--- config.mk ---
export PLATFORM = sky130hd
export DESIGN_NAME = axi_rd_line_assembler
export DESIGN_NICKNAME = d
export VERILOG_FILES = /design/src/rtl/ariane_axi.sv /design/src/rtl/axi_rd_line_assembler.sv
export SDC_FILE = /design/constraint.sdc
export NUM_CORES = 1
export LEC_CHECK = 0
export ABC_AREA = 1
export ABC_CLOCK_PERIOD_IN_PS = 5100
export BUFFER_PORTS_ARGS = -buffer_cell sky130_fd_sc_hd__buf_2
export CORE_MARGIN = 2
export CORE_UTILIZATION = 39
export CTS_CLUSTER_SIZE = 10
export DETAILED_ROUTE_END_ITERATION = 8
export PLACE_DENSITY_LB_ADDON = 0.15
export SLEW_MARGIN = 10
export SYNTH_ARGS = -nofsm -noshare
export SYNTH_HDL_FRONTEND = slang
export SYNTH_SLANG_ARGS = --single-unit
--- constraint.sdc ---
create_clock -name clk_i -period 5.1 [get_ports clk_i]
set_clock_uncertainty 0.15 [all_clocks]
set_input_delay 1.53 -clock clk_i [delete_from_list [all_inputs] [get_ports clk_i]]
set_output_delay 1.53 -clock clk_i [all_outputs]
set_load 0.01 [all_outputs]
--- src/rtl/ariane_axi.sv ---
// Shared read-path types: default line shape and the assembler FSM state encoding.
package ariane_axi;

  localparam int unsigned LineWords = 4;

  typedef logic [LineWords-1:0][63:0] line_t;

  typedef enum logic [1:0] {
    IDLE    = 2'd0,
    COLLECT = 2'd1,
    DRAIN   = 2'd2,
    OUTPUT  = 2'd3
  } asm_state_t;

endpackage

--- src/rtl/axi_rd_line_assembler.sv ---
// Packs one AXI read burst into a line; the line is valid the cycle after the last beat.
// Beats are back-pressured outside COLLECT/DRAIN; the finished line holds until line_ready_i.
module axi_rd_line_assembler
  import ariane_axi::*;
#(
  parameter int unsigned AxiNumWords = 4,
  parameter int unsigned AxiIdWidth  = 4,
  localparam int unsigned AddrIndex  = (AxiNumWords > 1) ? $clog2(AxiNumWords) : 1
) (
  input  logic                        clk_i,
  input  logic                        rst_i,
  input  logic                        cmd_valid_i,
  output logic                        cmd_ready_o,
  input  logic [AddrIndex-1:0]        cmd_blen_i,
  input  logic [AxiIdWidth-1:0]       cmd_id_i,
  input  logic                        rd_valid_i,
  output logic                        rd_rdy_o,
  input  logic [63:0]                 rd_data_i,
  input  logic                        rd_last_i,
  input  logic [AxiIdWidth-1:0]       rd_id_i,
  input  logic                        rd_exokay_i,
  output logic                        line_valid_o,
  input  logic                        line_ready_i,
  output logic [AxiNumWords*64-1:0]   line_data_o,
  output logic [AxiNumWords-1:0]      line_wvalid_o,
  output logic [AxiIdWidth-1:0]       line_id_o,
  output logic                        line_exokay_o,
  output logic                        line_err_o
);

  asm_state_t                    state_q;
  logic [AddrIndex-1:0]          beat_cnt_q;
  logic [AddrIndex-1:0]          blen_q;
  logic [AxiIdWidth-1:0]         id_q;
  logic [AxiNumWords-1:0][63:0]  line_q;
  logic [AxiNumWords-1:0]        mask_q;
  logic                          exokay_q;
  logic                          err_q;

  always_ff @(posedge clk_i) begin
    if (rst_i) begin
      state_q    <= IDLE;
      beat_cnt_q <= '0;
      blen_q     <= '0;
      id_q       <= '0;
      line_q     <= '0;
      mask_q     <= '0;
      exokay_q   <= 1'b0;
      err_q      <= 1'b0;
    end else begin
      case (state_q)
        IDLE: begin
          if (cmd_valid_i) begin
            blen_q     <= cmd_blen_i;
            id_q       <= cmd_id_i;
            line_q     <= '0;
            mask_q     <= '0;
            exokay_q   <= 1'b1;
            err_q      <= 1'b0;
            beat_cnt_q <= '0;
            state_q    <= COLLECT;
          end
        end
        COLLECT: begin
          if (rd_valid_i) begin
            line_q[beat_cnt_q] <= rd_data_i;
            mask_q[beat_cnt_q] <= 1'b1;
            exokay_q           <= exokay_q & rd_exokay_i;
            // Short or long bursts are both flagged; the counter stops at blen so it never wraps.
            if (rd_last_i) begin
              err_q   <= err_q | (rd_id_i != id_q) | (beat_cnt_q != blen_q);
              state_q <= OUTPUT;
            end else if (beat_cnt_q == blen_q) begin
              err_q   <= 1'b1;
              state_q <= DRAIN;
            end else begin
              err_q      <= err_q | (rd_id_i != id_q);
              beat_cnt_q <= beat_cnt_q + 1'b1;
            end
          end
        end
        DRAIN: begin
          if (rd_valid_i && rd_last_i) begin
            state_q <= OUTPUT;
          end
        end
        OUTPUT: begin
          if (line_ready_i) begin
            state_q <= IDLE;
          end
        end
        default: state_q <= IDLE;
      endcase
    end
  end

  assign cmd_ready_o   = ~rst_i & (state_q == IDLE);
  assign rd_rdy_o      = ~rst_i & ((state_q == COLLECT) | (state_q == DRAIN));
  assign line_valid_o  = ~rst_i & (state_q == OUTPUT);
  assign line_data_o   = rst_i ? '0 : line_q;
  assign line_wvalid_o = rst_i ? '0 : mask_q;
  assign line_id_o     = rst_i ? '0 : id_q;
  assign line_exokay_o = ~rst_i & exokay_q;
  assign line_err_o    = ~rst_i & err_q;

endmodule

==> results of run 1 <==
-- cells in the final DEF, fill, tap and decap left out --
master,synthesis,routed
buf_4,19,8
a21boi_0,1,1
clkbuf_1,27,5
o21ai_0,9,9
nor2_2,1,1
inv_4,0,1
clkbuf_16,0,31
dfxtp_1,272,272
o22ai_1,64,64
buf_12,0,6
nor2_4,3,3
nand3b_1,1,1
ha_1,10,10
inv_1,296,295
xnor2_1,1,1
nand2_1,722,721
nand2_2,1,2
inv_2,5,5
buf_6,2,1
a21oi_4,0,1
nand3_1,25,25
nor2_1,271,271
nand3_4,1,1
clkinv_2,0,1
a21oi_1,14,14
buf_2,49,348
-- through the flow --
step	hold slack [ns]	instance area [um2]	worst slack (ns)	utilization, %	total power, W
final	0.308	14400	0.853	48.7	0.00547
after global routing	0.340	14400	0.730	48.7	0.00574
after CTS	0.314	14400	0.858	48.7	0.00553
after detailed placement	0.304	13600	0.861	46.0	0.00363
after global placement	0.297	13600	0.886	46.0	0.00362
after floorplan	0.286	11700	1.04	-	0.00321
-- sequential cells by signal, summed over array words and instances, names as in the netlist --
signal	count
blen_q	2
state_q	2
exokay_q	1
line_q	256
mask_q	4
id_q	4
err_q	1
beat_cnt_q	2
-- worst register-to-register path: stages (launching register included) --
cell	delay [ns]
dfxtp_1	0.34
inv_1	0.11
ha_1	0.15
buf_4	0.33
nand2_1	0.19
nand3_4	0.15
inv_2	0.07
nand2_1	0.10
inv_2	0.06
nor2_4	0.70
buf_4	0.53
nand2_1	0.12
nand2_1	0.08
-- cell families after synthesis --
| group | Yosys count | synth area share (%) |
|---|---|---|
| AO/OA/AOI/OAI | 89 | 4.55 |
| XOR/XNOR | 1 | 0.0750 |
| adder cells (fa/ha/maj) | 10 | 1.07 |
| buffers and inverters | 400 | 14.1 |
| flip-flops | 272 | 46.6 |
| AND/OR/NAND/NOR | 1025 | 33.6 |
-- final cells by class --
type / instances / area share, %
Sequential cell: 272 / 37.8
Multi-Input combinational cell: 1125 / 31.9
Timing Repair Buffer: 363 / 13.4
Inverter: 301 / 7.86
Clock buffer: 36 / 5.52
Tap cell: 390 / 3.39
Clock inverter: 1 / 0.0348
-- worst paths after layout --
| path | from | end | slack (ns) | cells after the start |
|---|---|---|---|---|
| max | rst_i | line_data_o[43] | 0.85 | 6 |
| min | mask_q[1]$_SDFFE_PP0P_ | mask_q[1]$_SDFFE_PP0P_ | 0.31 | 2 |
| max reg2reg | state_q[1]$_SDFFE_PP0P_ | line_q[143]$_SDFFE_PP0P_ | 1.94 | 12 |
| min reg2reg | mask_q[1]$_SDFFE_PP0P_ | mask_q[1]$_SDFFE_PP0P_ | 0.31 | 2 |
-- metal layers --
layer  wire, um  track usage (%)  up-vias
li1           -                -     5846
met1      15700             28.1     4974
met2      16000             36.2      316
met3       2510             5.20       53
met4       1010             6.06        0
met5          0                0        -
-- power by group through the flow --
stage	combinational, W	sequential (W)	clock [W]
floorplan	0.000880	0.00233	0
global placement	0.00128	0.00234	0
detailed placement	0.00129	0.00234	0
CTS	0.00130	0.00229	0.00194
global route	0.00142	0.00231	0.00202
finish	0.00129	0.00229	0.00189
==> impl_metrics.py, run 1 <==
metrics = {
    "status": {
        "status": "finished, final reports clean",
    },
    "clocking": {
        "clock_tree.root_cell": "clkbuf_16",
        "ctsResizeCount": 0,
        "post_cts.repair.setup_buffers": 0,
        "cts_tree": "yes",
        "clkTransAtPathRegs_ns": 0.05,
        "cts_buffers": 31,
        "clock_latency_ns": 0.54,
        "htreeDepth": 1,
        "hold_buffers": 0,
        "clockBufferDepth": 3,
        "cts_sinks": 272,
    },
    "pwr": {
        "ir_drop_mv": 0.259,
        "intPower_w": 0.00363,
        "power_per_cell_area_nw_per_um2": 380,
        "swShare_pct": 33.6,
        "clkPwrFrac_pct": 34.5,
        "p_leak_nw": 8.00,
        "p_sw_w": 0.00184,
        "p_seq_share_pct": 42.0,
        "combinationalPowerShare_pct": 23.5,
    },
    "global_routing": {
        "grt_max_degree": 112,
        "grt_pass1_vias": 10300,
        "grt_pass1_wl_mm": 54.9,
        "grt-ovfl-total": 0,
        "grt_util_all_layers_pct": 21.8,
        "grt_antenna_before_repair": 0,
    },
    "timing": {
        "worst-slew-pin-transition_ns": 1.15,
        "relSlewSlack_pct": 23.3,
        "fmax_ghz": 0.235,
        "finalSetupViolations": 0,
        "timing.final.crit_share_pct": 83.3,
        "period_minus_slack_ns": 4.25,
        "tns_ns": 0,
        "finalHoldViolations": 0,
        "final_max_slew_viol_count": 0,
        "rsz0062_at_grt": "false",
    },
    "logic_synthesis": {
        "async_reset_ff_share_pct": 0,
        "synth.avg_cell_area_um2": 6.50,
        "netlist.area_leader.share_pct": 46.6,
        "synth_fp_nets": 1888,
        "yosys.area.top_type": "dfxtp_1",
        "ys_top_cells_by_area": "dfxtp_1, nand2_1, inv_1, nor2_1, o22ai_1",
        "yosysSeqAreaShare_pct": 46.6,
        "ys_ff_latch": 272,
        "synth_edf_count": 0,
        "synth_common_cells": "nand2_1, inv_1, dfxtp_1",
        "synth_cells": 1797,
        "synth_most_common_cell": "nand2_1",
        "yosysWarnings": 0,
        "synth_ff_type": "dfxtp_1",
        "synth.distinct_cells": 24,
        "mappedNetlistArea_um2": 11700,
    },
    "setup_path": {
        "worstPathRequired_ns": 3.42,
        "slowest_stage": "inv_4",
        "critPathLaunchType": "input pin",
        "critPathMaxStageDelay_ns": 0.28,
        "path_buf_inv": 5,
        "critPathCaptureType": "output pin",
        "crit_chain": "buf_6 > inv_4 > buf_12 > nand2_1 > inv_1 > buf_2",
        "path_class": "in -> out",
        "worstPathMaxFanout": 58,
        "cp.arrival_ns": 2.57,
        "cp_top_family": "buffers and inverters",
    },
    "floorplanning": {
        "core_area_um2": 29600,
        "io_pins": 350,
        "fp-row-count": 63,
        "start_util_pct": 39.5,
        "fp.dieW_um": 177,
        "design.die.area_um2": 31400,
        "fp.dieH_um": 177,
    },
    "routing": {
        "drt-total-wl_mm": 35.2,
        "wl_per_cell_um": 14.2,
        "drt_iter0_drc": 607,
        "drc": 0,
        "via_per_inst": 4.50,
        "first_pass_iters": 4,
        "ant_nets": 0,
        "vias": 11200,
    },
    "hold_path": {
        "min_path_type": "reg -> reg",
    },
    "final_layout": {
        "drive_gt1_share_pct": 19.5,
        "synthToLayoutAreaGrowth_pct": 23.2,
        "seq_area_um2": 5450,
        "stdcell_count": 2488,
        "n_fill_cell": 3202,
        "n_antenna_cell": 0,
        "multi_input_area_um2": 4600,
        "final_net_count": 2185,
    },
    "flow_run": {
        "cap_violations": 0,
    },
    "placement": {
        "io_buffers": 349,
        "hpwl_mm": 23.0,
        "dp_cells": 2451,
        "globalplace.congestion": 0.815,
    },
}
No activity file was read; power rests on OpenSTA's default activity.
==> run 2, diff against run 1 <==
--- a/config.mk
+++ b/config.mk
@@ -6,7 +6,7 @@
 export NUM_CORES = 1
 export LEC_CHECK = 0
 export ABC_AREA = 1
-export ABC_CLOCK_PERIOD_IN_PS = 5100
+export ABC_CLOCK_PERIOD_IN_PS = 3400
 export BUFFER_PORTS_ARGS = -buffer_cell sky130_fd_sc_hd__buf_2
 export CORE_MARGIN = 2
 export CORE_UTILIZATION = 39
==> constraint.sdc (replaced) <==
create_clock -name clk_i -period 3.4 [get_ports clk_i]
set_clock_uncertainty 0.15 [all_clocks]
set_input_delay 1.02 -clock clk_i [delete_from_list [all_inputs] [get_ports clk_i]]
set_output_delay 1.02 -clock clk_i [all_outputs]
set_load 0.01 [all_outputs]
==> impl_metrics.py, run 2 (same netlist as run 1, synthesis figures left out) <==
metrics = {
    "routing": {
        "first_pass_iters": 6,
        "ant_nets": 0,
        "drc": 0,
        "drt_iter0_drc": 664,
        "vias": 11400,
        "wl_per_cell_um": 14.2,
        "drt-total-wl_mm": 35.8,
        "via_per_inst": 4.54,
    },
    "timing": {
        "period_minus_slack_ns": 3.12,
        "finalSetupViolations": 0,
        "tns_ns": 0,
        "finalHoldViolations": 0,
        "fmax_ghz": 0.321,
        "timing.final.crit_share_pct": 91.7,
        "relSlewSlack_pct": 27.8,
        "rsz0062_at_grt": "false",
        "whs_ns": 0.310,
        "worst-slew-pin-transition_ns": 1.08,
        "final_max_slew_viol_count": 0,
    },
    "placement": {
        "globalplace.congestion": 0.797,
        "hpwl_mm": 24.0,
        "io_buffers": 349,
        "dp_cells": 2471,
    },
    "final_layout": {
        "synthToLayoutAreaGrowth_pct": 26.5,
        "mostFrequentLayoutCells": "nand2_1, buf_2, inv_1",
        "final_common_cell": "nand2_1",
        "largest_reg_flops": 256,
        "n_antenna_cell": 0,
        "final_util_pct": 50.0,
        "final_net_count": 2208,
        "regMostFlops": "line_q",
        "drive_gt1_share_pct": 20.6,
        "stdcell_count": 2516,
        "reg_top3": "line_q (256), id_q (4), mask_q (4)",
    },
    "setup_path": {
        "worstPathMaxFanout": 42,
        "critPathCaptureType": "output pin",
        "rrSetupSlack_ns": 0.62,
        "critPathLaunchType": "input pin",
        "r2r_start": "state_q[0]$_SDFFE_PP0P_",
        "cp.arrival_ns": 1.95,
        "worstPathRequired_ns": 2.23,
        "path_class": "in -> out",
        "worstSetupStartpoint": "rst_i",
    },
    "status": {
        "status": "finished, final reports clean",
    },
    "floorplanning": {
        "core_area_um2": 29600,
        "io_pins": 350,
        "design.die.area_um2": 31400,
        "start_util_pct": 39.5,
        "fp.dieW_um": 177,
        "fp.dieH_um": 177,
        "fp-row-count": 63,
    },
    "clocking": {
        "clock_latency_ns": 0.49,
        "clkTransAtPathRegs_ns": 0.06,
        "htreeDepth": 2,
        "ctsResizeCount": 0,
        "cts_sinks": 272,
        "hold_buffers": 0,
        "clock_tree.root_cell": "clkbuf_16",
        "cts_tree": "yes",
        "clockBufferDepth": 3,
        "cts_buffers": 34,
        "post_cts.repair.setup_buffers": 0,
    },
    "pwr": {
        "power_per_cell_area_nw_per_um2": 589,
        "ir_drop_mv": 0.362,
        "p_leak_nw": 8.21,
    },
    "global_routing": {
        "grt_util_all_layers_pct": 22.5,
        "grt_pass1_wl_mm": 56.3,
        "grt_antenna_before_repair": 0,
        "grt_pass1_vias": 10700,
        "grt_max_degree": 65,
        "grt-ovfl-total": 0,
    },
    "flow_run": {
        "cap_violations": 0,
    },
    "hold_path": {
        "min_path_type": "reg -> reg",
        "hold_start": "mask_q[3]$_SDFFE_PP0P_",
    },
}
==> run 2: cell count changes in the layout (fill, tap and decap cells not counted) <==
cell and delta:
buf_12 +5, buf_4 +15, clkbuf_1 -1, clkbuf_16 +6
clkbuf_8 +1, clkinv_2 +1, clkinv_4 +1
==> run 2: final cells by class <==
class	instances	area (um2)
multi-input cells	1125	4600
fillers	3157	14800
well taps	390	488
clock buffers	42	955
repair buffers	383	2150
inverters	301	1130
clock inverters	3	18.8
flip-flops and latches	272	5450
==> run 2: worst max-delay path, stage by stage <==
cell and delay (ns):
buf_6 0.15, buf_12 0.18, buf_4 0.19, nor2_1 0.19
buf_2 0.18
==> run 2: final timing paths <==
path,endpoint,cells after the start
setup / recovery,line_data_o[188],5
hold / removal,mask_q[3]$_SDFFE_PP0P_,2
setup reg to reg,line_q[157]$_SDFFE_PP0P_,12
hold reg to reg,mask_q[3]$_SDFFE_PP0P_,2
==> run 2: per-stage QoR <==
stage          area [um2]  setup slack, ns  total power (W)
2_1_floorplan       11700            0.361          0.00481
3_3_place_gp        13800            0.242          0.00553
3_5_place_dp        13800            0.226          0.00553
4_1_cts             14800            0.303          0.00881
5_1_grt             14800            0.223          0.00916
6_report            14800            0.281          0.00871
==> run 2: routing by layer <==
layer / track usage, % / wire, um / up-vias
li1: - / - / 5895
met1: 29.0 / 15900 / 5105
met2: 36.4 / 16200 / 344
met3: 5.54 / 2630 / 79
met4: 8.13 / 1150 / 0
met5: 0 / 0 / -
==> run 2: power by group <==
group / switching, W / internal [W] / leakage [nW]
Clock: 0.00130 / 0.00195 / 0.480
Sequential: 0.0000661 / 0.00337 / 2.19
Combinational: 0.00150 / 0.000529 / 5.54
